--- src/rtl/mux_serializer16.sv ---
// Purpose: parallel-to-serial front end for a 16:1 mux tree; steps the select through one loaded word.
// Latency: handshake at edge T0 drives in_word/s after T0; the first sout_valid appears after T0+1. A word takes 16*HOLD valid cycles.
// Backpressure: accepts a word only in IDLE (load_ready), ignores load_valid while shifting; there is no output stall.
module mux_serializer16 #(
    parameter bit MSB_FIRST = 1'b0,
    parameter int HOLD      = 1
) (
    input  logic        clk,
    input  logic        rst_n,
    input  logic        load_valid,
    output logic        load_ready,
    input  logic [15:0] load_data,
    output logic [15:0] in_word,
    output logic [3:0]  s,
    input  logic        mux_out,
    output logic        sout,
    output logic        sout_valid,
    output logic        first,
    output logic        done,
    output logic        busy
);

    // HOLD sizes the hold counter; anything outside 1..256 is rejected at elaboration
    if (HOLD < 1 || HOLD > 256) begin : g_hold_range
        $error("mux_serializer16: HOLD must be in 1..256");
    end

    localparam int            HW        = (HOLD > 1) ? $clog2(HOLD) : 1;
    localparam logic [HW-1:0] HOLD_LAST = HW'(HOLD - 1);
    localparam logic [3:0]    S_START   = MSB_FIRST ? 4'd15 : 4'd0;

    typedef enum logic {
        IDLE  = 1'b0,
        SHIFT = 1'b1
    } state_t;

    state_t        state, state_nxt;
    logic [HW-1:0] hold_cnt, hold_cnt_nxt;
    logic [3:0]    bit_cnt, bit_cnt_nxt;
    logic [3:0]    s_nxt;
    logic [15:0]   in_word_nxt;
    logic          first_nxt;
    logic          done_nxt;

    assign load_ready = (state == IDLE);
    assign busy       = (state == SHIFT);

    // Output markers are decoded from the current counters and registered with the mux capture
    assign first_nxt = (state == SHIFT) && (bit_cnt == 4'd0) && (hold_cnt == '0);
    assign done_nxt  = (state == SHIFT) && (bit_cnt == 4'd15) && (hold_cnt == HOLD_LAST);

    // Next-state: load on handshake, then walk hold_cnt inside bit_cnt; s never wraps
    always_comb begin
        state_nxt    = state;
        hold_cnt_nxt = hold_cnt;
        bit_cnt_nxt  = bit_cnt;
        s_nxt        = s;
        in_word_nxt  = in_word;
        case (state)
            IDLE: begin
                if (load_valid) begin
                    in_word_nxt  = load_data;
                    s_nxt        = S_START;
                    hold_cnt_nxt = '0;
                    bit_cnt_nxt  = 4'd0;
                    state_nxt    = SHIFT;
                end
            end
            SHIFT: begin
                if (hold_cnt != HOLD_LAST) begin
                    hold_cnt_nxt = hold_cnt + 1'b1;
                end else if (bit_cnt != 4'd15) begin
                    hold_cnt_nxt = '0;
                    bit_cnt_nxt  = bit_cnt + 4'd1;
                    s_nxt        = MSB_FIRST ? (s - 4'd1) : (s + 4'd1);
                end else begin
                    state_nxt = IDLE;
                end
            end
            default: state_nxt = IDLE;
        endcase
    end

    // Control registers; reset discards any word in progress
    always_ff @(posedge clk or negedge rst_n) begin
        if (!rst_n) begin
            state    <= IDLE;
            hold_cnt <= '0;
            bit_cnt  <= 4'd0;
            s        <= 4'd0;
            in_word  <= 16'd0;
        end else begin
            state    <= state_nxt;
            hold_cnt <= hold_cnt_nxt;
            bit_cnt  <= bit_cnt_nxt;
            s        <= s_nxt;
            in_word  <= in_word_nxt;
        end
    end

    // One-stage output pipeline capturing the mux result and its framing
    always_ff @(posedge clk or negedge rst_n) begin
        if (!rst_n) begin
            sout       <= 1'b0;
            sout_valid <= 1'b0;
            first      <= 1'b0;
            done       <= 1'b0;
        end else begin
            sout       <= mux_out;
            sout_valid <= (state == SHIFT);
            first      <= first_nxt;
            done       <= done_nxt;
        end
    end

endmodule

--- config.mk ---
export PLATFORM = sky130hd
export DESIGN_NAME = mux_serializer16
export DESIGN_NICKNAME = d
export VERILOG_FILES = /design/src/rtl/mux_serializer16.sv
export SDC_FILE = /design/constraint.sdc
export NUM_CORES = 1
export LEC_CHECK = 0
export CAP_MARGIN = 20
export CORE_ASPECT_RATIO = 0.8
export CORE_UTILIZATION = 30
export DETAILED_ROUTE_END_ITERATION = 7
export GPL_TIMING_DRIVEN = 0
export PLACE_DENSITY = 0.66
export SLEW_MARGIN = 10
export SYNTH_ARGS = -nofsm -noshare
export SYNTH_HDL_FRONTEND = slang
export SYNTH_SLANG_ARGS = --single-unit
--- constraint.sdc ---
create_clock -name clk -period 1.9 [get_ports clk]
set_input_delay 0.57 -clock clk [delete_from_list [all_inputs] [get_ports clk]]
set_output_delay 0.57 -clock clk [all_outputs]
set_load 0.01 [all_outputs]
==> results.ini <==
[synth]
syn_inst=87
async_reset_ff_share_pct=100
yosysTopAreaCellShare_pct=59.4
synth.avg_cell_area_um2=14.0
synth_nets=110
yosys-top-cells-count=dfrtp_1 (29), mux2_2 (18), inv_1 (6)
ys_types=27
ys_ff_latch=29
synth_area_leader_cell=dfrtp_1
netlist_area_mm2=0.00122
yosysMostFrequentCell=dfrtp_1
ys_seq_area_share_pct=59.4
synth_edf_count=0
yosys_warnings=0
synth_top_flop_cell=dfrtp_1
synth_area_leaders=dfrtp_1 (59%), mux2_2 (17%), ha_1 (3.1%), inv_1 (1.8%), buf_12 (1.6%)

[power]
power_frac_comb_pct=48.5
switching_share_pct=31.7
p_sw_uw=976
power_mw=3.08
p_leak_nw=0.789
clockPowerShare_pct=15.7
powerDensity_mw_per_mm2=1690
pwr-share-seq_pct=35.8
max-vdd-ir-drop_v=0.00111
p_int_mw=2.10

[sta]
worstMarginPinSlew_ns=0.630
finalCritPeriodShare_pct=96.4
finalHoldViolations=0
fmax_ghz=0.546
drv_slew=0
skew_ns=0.00409
finalCriticalPeriod_ns=1.83
setup_viol=0
rsz0062_at_grt=false
relSlewSlack_pct=58.0

[routing]
routed_via_density=4.39
detail-route-antenna-nets=0
drt_first_pass_iters=4
first_iter_violations=29
wl_um=2420
drc=0
wl_per_cell_um=12.4
num_vias=857

[clock_network]
clock_latency_ns=0.27
cts_tree=done
clockBufferDepth=2
h-tree-depth=2
clock-sinks=29
path_clk_slew_ns=0.06
ctsRootBufferMaster=clkbuf_8
cts_buffers=5

[global_route]
antenna_found_initial=0
grt_max_degree=30
grt.overflow.total=0
grt_pass1_wl_um=3930
globalRouteTotalUtil_pct=12.9
grt_pass1_vias=850

[finish]
regArea_um2=726
fillers=367
multi_input_area_um2=429
diodes=0
drive_gt1_share_pct=24.3
layout.nets=163
stdcell_count=195
area_delta_synth_final_pct=49.7

[die]
initial_core_util_pct=31.7
core_mm2=0.00385
fp.dieW_um=73.3
die_height_um=59.1
num_rows=20
dieArea_mm2=0.00433
pin_count=46

[setup_path]
path_class=reg2out
start_kind=flip-flop
end_kind=output pin
worstPathArrival_ns=1.26
crit_path_max_fanout=3
critPathRequiredTime_ns=1.33

[run_status]
status=completed

[placement]
io_buffers=45
dp.final_hpwl_um=1780
place_congestion=0.715
placedCellCount=187

[run]
maxCapViolations=0

[min_path]
hold_class=in2async

-- state kept, by name, indices dropped and copies added (netlist names) --
register	cells
bit_cnt	4
busy	1
sout	1
done	1
s	4
sout_valid	1
in_word	16
first	1
-- kinds of logic (layout without fill, tap and decap cells) --
group	after synthesis	after routing	synth area share, %
adder cells (fa/ha/maj)	3	3	3.07
flip-flops	29	29	59.4
AO/OA/AOI/OAI	9	9	4.61
AND/OR/NAND/NOR	15	15	8.09
multiplexers	20	20	18.6
buffers and inverters	10	63	5.43
XOR/XNOR	1	1	0.717
-- final cells by class --
class | instances | share of cell area [%]
flip-flops and latches | 29 | 39.7
repair buffers | 46 | 24.7
multi-input cells | 48 | 23.5
clock buffers | 7 | 4.72
well taps | 55 | 3.76
plain buffers | 4 | 2.40
inverters | 6 | 1.23
-- metrics by stage --
| step | setup TNS (ns) | utilization, % | instance area (um2) | hold WS [ns] | setup WS [ns] |
|---|---|---|---|---|---|
| finish | 0 | 47.4 | 1830 | 0.322 | 0.0681 |
| global route | 0 | 47.4 | 1830 | 0.363 | 0.00776 |
| CTS | 0 | 47.4 | 1830 | 0.339 | 0.0472 |
| detailed placement | -0.973 | 45.0 | 1740 | 0.483 | -0.110 |
| global placement | -6.29 | 45.2 | 1740 | 0.474 | -0.187 |
| floorplan | 0 | - | 1220 | 0.274 | 0.519 |
-- repair_timing --
action,CTS,global route
hold buffers,0,0
buffers inserted,1,0
setup endpoints to repair,1,0
gates resized for setup,1,0
-- placed cells by master (no fill, tap or decap), types with 2 or more instances in the layout --
| master | netlist | final |
|---|---|---|
| a21oi_1 | 2 | 2 |
| buf_2 | 1 | 2 |
| buf_4 | 1 | 2 |
| clkbuf_8 | 0 | 6 |
| clkdlybuf4s50_1 | 0 | 43 |
| dfrtp_1 | 29 | 29 |
| ha_1 | 3 | 3 |
| inv_1 | 6 | 6 |
| mux2_2 | 18 | 18 |
| nand2_1 | 2 | 2 |
| nand3_1 | 4 | 4 |
| nor2_1 | 3 | 3 |
| o21ai_0 | 2 | 2 |
-- power by group through the flow --
stage               Clock (mW)  Combinational (mW)  Sequential, mW
floorplan                    0               0.678            1.22
global placement             0                1.45            1.10
detailed placement           0                1.50            1.12
CTS                      0.507                1.52            1.11
global route             0.552                1.64            1.14
finish                   0.484                1.49            1.10
-- final timing paths --
path | cells past startpoint | end | slack, ns | start
worst min register to register | 1 | in_word[7]$_DFFE_PN0P_ | 0.50 | in_word[7]$_DFFE_PN0P_
max in group asynchronous | 1 | in_word[6]$_DFFE_PN0P_ | 1.17 | rst_n
worst min-delay path | 1 | in_word[0]$_DFFE_PN0P_ | 0.32 | rst_n
worst max-delay path | 2 | busy | 0.07 | busy$_DFF_PN0_
worst max register to register | 4 | s[1]$_DFFE_PN0P_ | 0.48 | bit_cnt[0]$_DFFE_PN0P_
min in group clk | 1 | in_word[7]$_DFFE_PN0P_ | 0.50 | in_word[7]$_DFFE_PN0P_
-- routing by layer --
metal  GRT usage, %  share of wire (%)  up-vias
met5              0                  0        -
met4           7.42                1.1        0
met3           4.76                5.9        2
met2           20.9                 49       34
met1           14.9                 44      413
li1               -                  -      408
-- critical path, stage by stage (launching register included) --
cell and delay (ns):
dfrtp_1 0.34, buf_4 0.13, clkdlybuf4s50_1 0.53
(Power assumes the default switching activity.)
